File: src/rtl/score_tracker.sv
// rtl/score_tracker.sv - personal/global best score tracker with registered read port
module score_tracker #(
  parameter int SCORE_W = 7,
  parameter int ID_W    = 3
) (
  input  logic               clk,
  input  logic               rst,
  input  logic               score_req,
  input  logic [SCORE_W-1:0] score_in,
  input  logic [ID_W-1:0]    intPlayID_in,
  input  logic               isGuest_in,
  input  logic               clear_req,
  input  logic [ID_W-1:0]    rd_id,
  output logic               valid,
  output logic               personalwin,
  output logic               globalwin,
  output logic               busy,
  output logic [SCORE_W-1:0] globalBest,
  output logic [ID_W-1:0]    globalID,
  output logic               globalIsGuest,
  output logic [SCORE_W-1:0] rd_best
);

  localparam int N_ENTRIES = 1 << ID_W;

  typedef enum logic [1:0] {
    S_IDLE    = 2'd0,
    S_LOOKUP  = 2'd1,
    S_COMPARE = 2'd2,
    S_UPDATE  = 2'd3
  } state_t;

  state_t             r_state;
  state_t             w_next_state;

  logic [SCORE_W-1:0] r_best [N_ENTRIES];
  logic [SCORE_W-1:0] r_score;
  logic [ID_W-1:0]    r_id;
  logic               r_guest;
  logic [SCORE_W-1:0] r_pb;
  logic               r_pw;
  logic               r_gw;
  logic               r_valid;
  logic               r_personalwin;
  logic               r_globalwin;
  logic [SCORE_W-1:0] r_gbest;
  logic [ID_W-1:0]    r_gid;
  logic               r_gguest;
  logic [SCORE_W-1:0] r_rd_best;

  logic               w_idle;
  logic               w_accept_clear;
  logic               w_accept_req;

  // clear wins over a simultaneous request; both are only honoured in IDLE
  assign w_idle         = (r_state == S_IDLE);
  assign w_accept_clear = w_idle && clear_req;
  assign w_accept_req   = w_idle && !clear_req && score_req;

  always_ff @(posedge clk) begin
    if (rst) begin
      r_state <= S_IDLE;
    end else begin
      r_state <= w_next_state;
    end
  end

  always_comb begin
    w_next_state = r_state;
    case (r_state)
      S_IDLE:    if (w_accept_req) w_next_state = S_LOOKUP;
      S_LOOKUP:  w_next_state = S_COMPARE;
      S_COMPARE: w_next_state = S_UPDATE;
      S_UPDATE:  w_next_state = S_IDLE;
      default:   w_next_state = S_IDLE;
    endcase
  end

  always_ff @(posedge clk) begin
    if (rst) begin
      for (int i = 0; i < N_ENTRIES; i++) r_best[i] <= '0;
      r_score       <= '0;
      r_id          <= '0;
      r_guest       <= 1'b0;
      r_pb          <= '0;
      r_pw          <= 1'b0;
      r_gw          <= 1'b0;
      r_valid       <= 1'b0;
      r_personalwin <= 1'b0;
      r_globalwin   <= 1'b0;
      r_gbest       <= '0;
      r_gid         <= '0;
      r_gguest      <= 1'b0;
      r_rd_best     <= '0;
    end else begin
      r_valid   <= 1'b0;
      // read port samples pre-edge contents, so a same-edge write shows up a cycle later
      r_rd_best <= r_best[rd_id];
      case (r_state)
        S_IDLE: begin
          if (w_accept_clear) begin
            for (int i = 0; i < N_ENTRIES; i++) r_best[i] <= '0;
            r_gbest       <= '0;
            r_gid         <= '0;
            r_gguest      <= 1'b0;
            r_personalwin <= 1'b0;
            r_globalwin   <= 1'b0;
          end else if (w_accept_req) begin
            r_score       <= score_in;
            r_id          <= intPlayID_in;
            r_guest       <= isGuest_in;
            r_personalwin <= 1'b0;
            r_globalwin   <= 1'b0;
          end
        end
        S_LOOKUP: begin
          r_pb <= r_best[r_id];
        end
        S_COMPARE: begin
          r_pw <= !r_guest && (r_score > r_pb);
          r_gw <= (r_score > r_gbest);
        end
        S_UPDATE: begin
          r_valid       <= 1'b1;
          r_personalwin <= r_pw;
          r_globalwin   <= r_gw;
          if (r_pw) r_best[r_id] <= r_score;
          if (r_gw) begin
            r_gbest  <= r_score;
            r_gid    <= r_id;
            r_gguest <= r_guest;
          end
        end
        default: ;
      endcase
    end
  end

  assign valid         = r_valid;
  assign personalwin   = r_personalwin;
  assign globalwin     = r_globalwin;
  assign busy          = !w_idle;
  assign globalBest    = r_gbest;
  assign globalID      = r_gid;
  assign globalIsGuest = r_gguest;
  assign rd_best       = r_rd_best;

endmodule

File: config.mk
export PLATFORM = sky130hd
export DESIGN_NAME = score_tracker
export DESIGN_NICKNAME = d
export VERILOG_FILES = /design/src/rtl/score_tracker.sv
export SDC_FILE = /design/constraint.sdc
export NUM_CORES = 1
export LEC_CHECK = 0
export ABC_AREA = 1
export CORE_MARGIN = 3
export CORE_UTILIZATION = 45
export CTS_CLUSTER_SIZE = 12
export DETAILED_ROUTE_END_ITERATION = 12
export HOLD_SLACK_MARGIN = 0.15
export PLACE_DENSITY_LB_ADDON = 0.12
export SLEW_MARGIN = 20
export SYNTH_ARGS = -nofsm -noshare
export SYNTH_HDL_FRONTEND = slang
export SYNTH_SLANG_ARGS = --single-unit
File: constraint.sdc
create_clock -name clk -period 3.3 [get_ports clk]
set_input_delay 0.66 -clock clk [delete_from_list [all_inputs] [get_ports clk]]
set_output_delay 0.66 -clock clk [all_outputs]
set_load 0.005 [all_outputs]
==> flow_metrics.env, run 1 <==
export IMPL_run_status="finished clean"
export IMPL_fmax_mhz=430.4
export IMPL_port_buffers=39
export IMPL_hpwl_um=9833
export IMPL_cp_end_kind="primary output"
export IMPL_critPathMostFrequentCell="inv_1"
export IMPL_crit_path_start_kind="flop"
export IMPL_clk_pin_slew_ps=90
export IMPL_drtPass1Iterations=6
export IMPL_start_util_pct=46.82
export IMPL_first_iter_violations=460
export IMPL_layout_commonest_cell="nand2_1"
export IMPL_peakVddDrop_mv=0.2428
export IMPL_postSynth_asyncResetShare_pct=0
export IMPL_slowest_stage="clkdlybuf4s50_1"
export IMPL_syn_inst=597
export IMPL_worst_path_max_fanout=4
export IMPL_syn_num_nets=634
export IMPL_gr_max_usage_layer="met2"
export IMPL_finalSetupViolations=0
export IMPL_drc=0
export IMPL_yosysTopAreaCell="edfxtp_1"
export IMPL_antenna_cells=0
export IMPL_p_leak_uw=0.002194
export IMPL_cts_tree="built"
export IMPL_ys_seq_elements=99
export IMPL_ys_top_cells_by_area="edfxtp_1 34%, dfxtp_1 18%, nand2_1 10%"
export IMPL_rsz0062_at_grt="no"
export IMPL_worstReg2RegEnd="r_best[2][3]"
export IMPL_die_w_um=110.3
export IMPL_slew_headroom_pct=51.86
export IMPL_synth_cell_type_count=22
export IMPL_antenna_left=0
export IMPL_dieArea_um2=12170
export IMPL_area_growth_pct=14.02
export IMPL_yosys_warnings=0
export IMPL_root_buffer="clkbuf_8"
export IMPL_core_um2=10460
export IMPL_fin_skew_ps=9.167
export IMPL_gr_usage_met1_pct=34.44
export IMPL_fillers=1008
export IMPL_grt_pass1_vias=3852
export IMPL_grt_met3_usage_pct=4.950
export IMPL_placementRows=37
export IMPL_synth_top_area_share_pct=34.33
export IMPL_nets=670
export IMPL_slowest_delay_ps=490
export IMPL_wl_per_cell_um=17.64
export IMPL_grt_max_degree=37
export IMPL_hp_class="reg -> reg"
export IMPL_antenna_found_initial=0
export IMPL_path_cells="inv_1 -> ha_1 -> inv_1 -> clkdlybuf4s50_1"
export IMPL_seq_area_frac_synth_pct=51.90
export IMPL_synth_edf_count=56
export IMPL_gr_usage_met2_pct=34.53
export IMPL_critPathCapture="busy"
export IMPL_cts_buffers=9
export IMPL_worstPathArrival_ps=1660
export IMPL_hold_ws_ps=471.7
export IMPL_cts_buffer_depth=2
export IMPL_rr_startpoint="r_state[0]"
export IMPL_vias=4221
export IMPL_powerDensity_nw_per_um2=663.0
export IMPL_power_uw=3703
export IMPL_min_period_ps=2323
export IMPL_cts_setup_buffers=0
export IMPL_drv_slew=0
export IMPL_die_y_um=110.3
export IMPL_period_share_pct=70.40
export IMPL_yosys_most_used_dff="edfxtp_1"
export IMPL_vias_per_cell=5.453
export IMPL_htree_levels=3
export IMPL_overflow=0
export IMPL_drt_total_wl_um=13650
export IMPL_place_area_um2=5423
export IMPL_crit_type="reg -> out"
export IMPL_post_cts_resized=0
export IMPL_rr_worst_depth=7
export IMPL_layout_drive_gt1_share_pct=5.172
export IMPL_tightest_slew_ps=720.0
export IMPL_synth_area_per_cell_um2=8.205
export IMPL_r2r_slack_ps=1370
export IMPL_gp_congestion=0.8968
export IMPL_timing_critical_path_from="r_state[0]"
export IMPL_grt_pass1_wl_um=20870
export IMPL_synth_cell_area_um2=4898
export IMPL_final_area_um2=5585
export IMPL_required_ps=2640
export IMPL_clock_sinks=99
export IMPL_hold_violations=0
export IMPL_mostFrequentLayoutCells="130 x nand2_1, 103 x nor2_1, 61 x inv_1"
export IMPL_clkLatencyLatePin_ps=370
export IMPL_cts_hold_fix_buffers=0
export IMPL_track_usage_pct=23.64
export IMPL_fin_setup_tns_ps=0
export IMPL_ios=40
export IMPL_drv_cap=0
through the flow:
stage	worst slack, ps	utilization [%]	instances
final	976.8	53.38	774
after global routing	826.2	53.38	774
after detailed placement	716.7	51.83	758
after global placement	770.1	51.83	758
after floorplan	1511	-	597
after CTS	962.0	53.38	774
cell families (layout without fill, tap and decap cells):
group                      count (synthesis)  in the layout  share of synthesized area, %
AOI/OAI and AO/OA                        124            124                         14.56
adders and majority gates                 19             19                         4.853
buffers and inverters                     95            136                         7.714
DFF                                       99             99                         51.90
and+or+nand+nor                          260            260                         20.97
metal layers:
layer / share of wire, % / wire length, um / vias up
met5: 0 / 0 / -
met1: 46 / 6290 / 1973
met4: 3.0 / 416 / 0
li1: - / - / 2036
met3: 7.8 / 1063 / 31
met2: 43 / 5882 / 181
synth_stat cells, drive strengths merged, types with 11 or more instances:
master  count
nand2     134
clkbuf     11
nand3      17
nor2      108
inv        62
o21ai      52
buf        13
edfxtp     56
ha         19
dfxtp      43
a21oi      34
a22oi      13
o211ai     21
critical path, delay by kind of cell, from the launching register on:
family	cells	cell delay (ps)
flip-flops	1	370
adder cells (fa/ha/maj)	1	250
buffers and inverters	3	670
state kept, by name, summed over array words and instances, names as in the netlist:
signal         cells
r_pw               1
r_guest            1
r_pb               7
rd_best            7
r_id               3
globalID           3
personalwin        1
r_best            56
globalIsGuest      1
r_score            7
globalBest         7
r_gw               1
r_state            2
globalwin          1
valid              1
power by group:
part	switching, uW	total, uW	internal [uW]
registers	162	1750	1590
clock network	419	693	274
logic	800	1260	461
total	1380	3700	2320
worst min path at each step:
stage	startpoint	endpoint	slack, ps	cells after the start
3_5_place_dp	r_pw	r_pw	460	2
3_3_place_gp	r_guest	r_guest	460	2
6_report	r_pw	r_pw	470	2
5_1_grt	r_guest	r_guest	490	2
4_1_cts	r_pw	r_pw	470	2
2_1_floorplan	r_pw	r_pw	440	2
layout make-up:
type,count,area (um2),share of cell area (%)
sequential,99,2542,45.52
timing repair buffer,49,465.4,8.333
tap,136,170.2,3.047
clock buffer,12,135.1,2.419
clock inverter,4,27.53,0.4928
inverter,71,266.5,4.772
multi-input combinational,403,1978,35.42
Power figures use the tool's default switching activity.
==> run 2: changes to the inputs <==
Clock period 3.3 ns to 2.09 ns, I/O delays scaled along.
==> flow_metrics.env, run 2 (synthesis gave the netlist of run 1 again) <==
export IMPL_run_status="finished clean"
export IMPL_core_um2=10460
export IMPL_tightest_slew_ps=613.6
export IMPL_min_period_ps=2001
export IMPL_grt_pass1_wl_um=20690
export IMPL_vias=4252
export IMPL_worst_path_buf_inv=3
export IMPL_dieArea_um2=12170
export IMPL_antenna_found_initial=0
export IMPL_cp_depth=4
export IMPL_start_util_pct=46.82
export IMPL_cts_buffers=9
export IMPL_hpwl_um=9661
export IMPL_path_cells="inv_1 -> ha_2 -> inv_1 -> clkdlybuf4s50_1"
export IMPL_mostFrequentLayoutCells="130 x nand2_1, 103 x nor2_1, 61 x inv_1"
export IMPL_crit_path_start_kind="flop"
export IMPL_p_leak_uw=0.002300
export IMPL_antenna_cells=0
export IMPL_fin_util_pct=55.25
export IMPL_clkLatencyLatePin_ps=390
export IMPL_hold_ws_ps=477.3
export IMPL_top_register="r_best"
export IMPL_crit_family="buffers and inverters"
export IMPL_worstReg2RegEnd="r_best[2][6]"
export IMPL_cts_tree="built"
export IMPL_worstPathArrival_ps=1580
export IMPL_fillers=976
export IMPL_place_area_um2=5560
export IMPL_root_buffer="clkbuf_8"
export IMPL_slew_headroom_pct=59.09
export IMPL_slowest_delay_ps=490
export IMPL_track_usage_pct=23.35
export IMPL_drc=0
export IMPL_fin_setup_tns_ps=0
export IMPL_htree_levels=3
export IMPL_fin_skew_ps=15.08
export IMPL_cp_end_kind="primary output"
export IMPL_layout_drive_gt1_share_pct=8.423
export IMPL_layout_commonest_cell="nand2_1"
export IMPL_finalSetupViolations=0
export IMPL_wl_per_cell_um=16.80
export IMPL_gp_congestion=0.9203
export IMPL_area_growth_pct=18.01
export IMPL_worst_slack_ps=88.82
export IMPL_overflow=0
export IMPL_port_buffers=39
export IMPL_fmax_mhz=499.7
export IMPL_worst_path_max_fanout=4
export IMPL_ios=40
export IMPL_critPathCapture="busy"
export IMPL_required_ps=1670
export IMPL_rr_startpoint="r_state[0]"
export IMPL_hp_class="reg -> reg"
export IMPL_clock_sinks=99
export IMPL_grt_pass1_vias=3790
export IMPL_regArea_um2=2545
export IMPL_drv_slew=0
export IMPL_drv_cap=0
export IMPL_drtPass1Iterations=5
export IMPL_antenna_left=0
export IMPL_period_share_pct=95.75
export IMPL_slowest_stage="clkdlybuf4s50_1"
export IMPL_critPathMostFrequentCell="inv_1"
export IMPL_placementRows=37
export IMPL_nets=685
export IMPL_cts_setup_buffers=0
export IMPL_vias_per_cell=5.389
export IMPL_rr_worst_depth=7
export IMPL_die_w_um=110.3
export IMPL_final_area_um2=5781
export IMPL_hold_violations=0
export IMPL_largest_register_ffs=56
export IMPL_rsz0062_at_grt="no"
export IMPL_die_y_um=110.3
export IMPL_clk_pin_slew_ps=80
export IMPL_first_iter_violations=423
export IMPL_cts_buffer_depth=2
export IMPL_place_ws_ps=-0.9199
export IMPL_grt_max_degree=38
export IMPL_crit_type="reg -> out"
export IMPL_multi_input_area_um2=1981
export IMPL_peakVddDrop_mv=0.4406
export IMPL_r2r_slack_ps=350
export IMPL_powerDensity_nw_per_um2=1056
export IMPL_timing_critical_path_from="r_state[0]"
export IMPL_drt_total_wl_um=13260
## run 2: layout make-up
type                       count  area share (%)
clock buffer                   9           2.143
clock inverter                 7           1.580
inverter                      71           4.610
multi-input combinational    403           34.26
sequential                    99           44.03
tap                          136           2.944
timing repair buffer          64           10.43
## run 2: metrics by stage
| stage | power (uW) | instances |
|---|---|---|
| 2_1_floorplan | 3978 | 597 |
| 3_3_place_gp | 4740 | 773 |
| 3_5_place_dp | 4780 | 773 |
| 4_1_cts | 6127 | 789 |
| 5_1_grt | 6497 | 789 |
| 6_report | 6104 | 789 |
## run 2: where the power goes
group / leakage [uW] / switching [uW] / total, uW / internal, uW
registers: 0.000957 / 251 / 2760 / 2510
clock network: 0.000106 / 675 / 1350 / 671
logic: 0.00124 / 1240 / 2000 / 759
total: 0.00230 / 2170 / 6100 / 3940
## run 2: routing by layer
layer | vias up | track usage [%] | share of wire (%)
met5 | - | 0 | 0
met4 | 0 | 11.17 | 3.4
met3 | 27 | 3.611 | 8.1
met2 | 172 | 33.71 | 43
met1 | 1990 | 34.19 | 46
li1 | 2063 | - | -
## run 2: repair_timing
| action | in CTS | in global routing |
|---|---|---|
| resized for setup | 2 | 1 |
| setup endpoints to repair | 1 | 1 |
| hold buffers | 0 | 0 |
## run 2: tightest hold or removal path, stage by stage, from the launching register on
cell and delay, ps:
dfxtp_1 310, inv_1 50, a22oi_1 70
## run 2: worst min path at each step
stage,from,end,depth (start not counted)
floorplan,r_pw,r_pw,2
global placement,r_pw,r_pw,2
detailed placement,r_pw,r_pw,2
CTS,personalwin,personalwin,2
global route,personalwin,personalwin,2
finish,personalwin,personalwin,2
==> run 3: changes to the inputs <==
Settings changed: CORE_MARGIN 3 to 1.
==> flow_metrics.env, run 3 (synthesis gave the netlist of run 1 again) <==
export IMPL_clockPowerShare_pct=18.6
export IMPL_clock_sinks=99
export IMPL_crit_path_start_kind="flop"
export IMPL_tightest_slew_ps=556.8
export IMPL_critPathMostFrequentCell="inv_1"
export IMPL_htree_levels=3
export IMPL_drc=0
export IMPL_slew_headroom_pct=62.65
export IMPL_vias=4160
export IMPL_required_ps=1670
export IMPL_cts_tree="built"
export IMPL_p_int_uw=3712
export IMPL_comb_power_share_pct=34.3
export IMPL_period_share_pct=95.61
export IMPL_drtPass1Iterations=5
export IMPL_hp_class="reg -> reg"
export IMPL_worst_path_max_fanout=4
export IMPL_hold_ws_ps=473.7
export IMPL_regArea_um2=2545
export IMPL_area_growth_pct=16.91
export IMPL_multi_input_area_um2=1981
export IMPL_top_register="r_best"
export IMPL_fin_skew_ps=8.025
export IMPL_crit_type="reg -> out"
export IMPL_die_w_um=106.3
export IMPL_powerDensity_nw_per_um2=1026
export IMPL_layout_drive_gt1_share_pct=8.129
export IMPL_wl_per_cell_um=16.73
export IMPL_worstPathArrival_ps=1580
export IMPL_vias_per_cell=5.279
export IMPL_antenna_found_initial=0
export IMPL_cts_setup_buffers=0
export IMPL_grt_max_degree=38
export IMPL_seq_power_share_pct=47.1
export IMPL_hold_depth=2
export IMPL_grt_pass1_vias=3881
export IMPL_rr_worst_depth=4
export IMPL_clk_pin_slew_ps=90
export IMPL_cp_end_kind="primary output"
export IMPL_cts_hold_fix_buffers=0
export IMPL_layout_commonest_cell="nand2_1"
export IMPL_finalSetupViolations=0
export IMPL_p_sw_share_pct=36.86
export IMPL_antenna_cells=0
export IMPL_grt_pass1_wl_um=20670
export IMPL_drv_slew=0
export IMPL_first_iter_violations=434
export IMPL_slowest_stage="clkdlybuf4s50_1"
export IMPL_hpwl_um=9739
export IMPL_peakVddDrop_mv=0.4395
export IMPL_nets=684
export IMPL_fillers=1021
export IMPL_clkLatencyLatePin_ps=370
export IMPL_gp_congestion=0.9379
export IMPL_crit_family="buffers and inverters"
export IMPL_ios=40
export IMPL_path_cells="inv_1 -> ha_2 -> inv_1 -> clkdlybuf4s50_1"
export IMPL_track_usage_pct=24.68
export IMPL_worst_path_buf_inv=3
export IMPL_cts_buffer_depth=2
export IMPL_switchingPower_uw=2167
export IMPL_core_um2=10420
export IMPL_run_status="finished clean"
export IMPL_overflow=0
export IMPL_dieArea_um2=11310
export IMPL_antenna_left=0
export IMPL_drv_cap=0
export IMPL_root_buffer="clkbuf_8"
export IMPL_start_util_pct=47.03
export IMPL_hold_violations=0
export IMPL_min_period_ps=1998
export IMPL_p_leak_uw=0.002271
export IMPL_slowest_delay_ps=500
export IMPL_drt_total_wl_um=13190
export IMPL_placementRows=37
export IMPL_cts_buffers=9
export IMPL_port_buffers=39
export IMPL_fin_util_pct=54.98
export IMPL_fmax_mhz=500.5
export IMPL_cp_depth=4
export IMPL_mostFrequentLayoutCells="130 x nand2_1, 103 x nor2_1, 61 x inv_1"
export IMPL_largest_register_ffs=56
export IMPL_die_y_um=106.3
export IMPL_rsz0062_at_grt="no"
==> run 3: cell count changes in the layout (fill, tap and decap cells not counted) <==
cell        before  now
buf_4           23   22
bufinv_16        2    0
clkbuf_1         0    1
clkinv_2         2    1
clkinv_4         0    2
clkinvlp_2       1    2
clkinvlp_4       1    0
==> run 3: final timing paths <==
check | from | to | slack, ps
worst min-delay path | globalwin | globalwin | 470
worst min register to register | globalwin | globalwin | 470
worst max register to register | r_id[0] | r_best[3][1] | 350
worst max-delay path | r_state[0] | busy | 90
==> run 3: stage by stage <==
step	TNS, ps	cell area [um2]	total power (uW)	instances	setup WS (ps)
after global routing	0	5727	6258	788	21.05
after floorplan	0	4898	3978	597	455.4
final	0	5727	5878	788	91.83
after global placement	0	5553	4739	772	8.001
after detailed placement	-51.93	5553	4797	772	-7.553
after CTS	0	5723	5874	788	19.70
==> run 3: what timing repair did <==
item	in CTS	in global routing
pin swaps	0	0
endpoints found under the setup margin	1	1
resized for setup	1	2
hold endpoints to repair	0	0
==> run 3: area by class of cell <==
| type | instances | area share, % |
|---|---|---|
| inverter | 71 | 4.654 |
| multi-input combinational | 403 | 34.59 |
| clock buffer | 10 | 2.229 |
| timing repair buffer | 63 | 10.40 |
| clock inverter | 6 | 0.7210 |
| sequential | 99 | 44.44 |
| tap | 136 | 2.971 |
==> run 3: per-layer routing <==
layer / up-vias / GRT usage, % / part of all wire (%)
li1: 2062 / - / -
met2: 165 / 37.48 / 45
met4: 0 / 8.333 / 1.7
met3: 14 / 4.844 / 8.2
met1: 1919 / 35.05 / 46
met5: - / 0 / 0
==> run 3: power groups by stage <==
| stage | combinational [uW] | clock [uW] | sequential (uW) |
|---|---|---|---|
| finish | 2010 | 1100 | 2770 |
| global route | 2250 | 1190 | 2820 |
| CTS | 2000 | 1110 | 2770 |
| detailed placement | 1990 | 0 | 2810 |
| global placement | 1940 | 0 | 2800 |
| floorplan | 1270 | 0 | 2710 |
==> run 3: worst reg2reg max path: cells and delay by family (launching register included) <==
kind	cells	cell delay (ps)
flip-flops	1	630
buffers and inverters	1	240
AND/OR/NAND/NOR	3	570
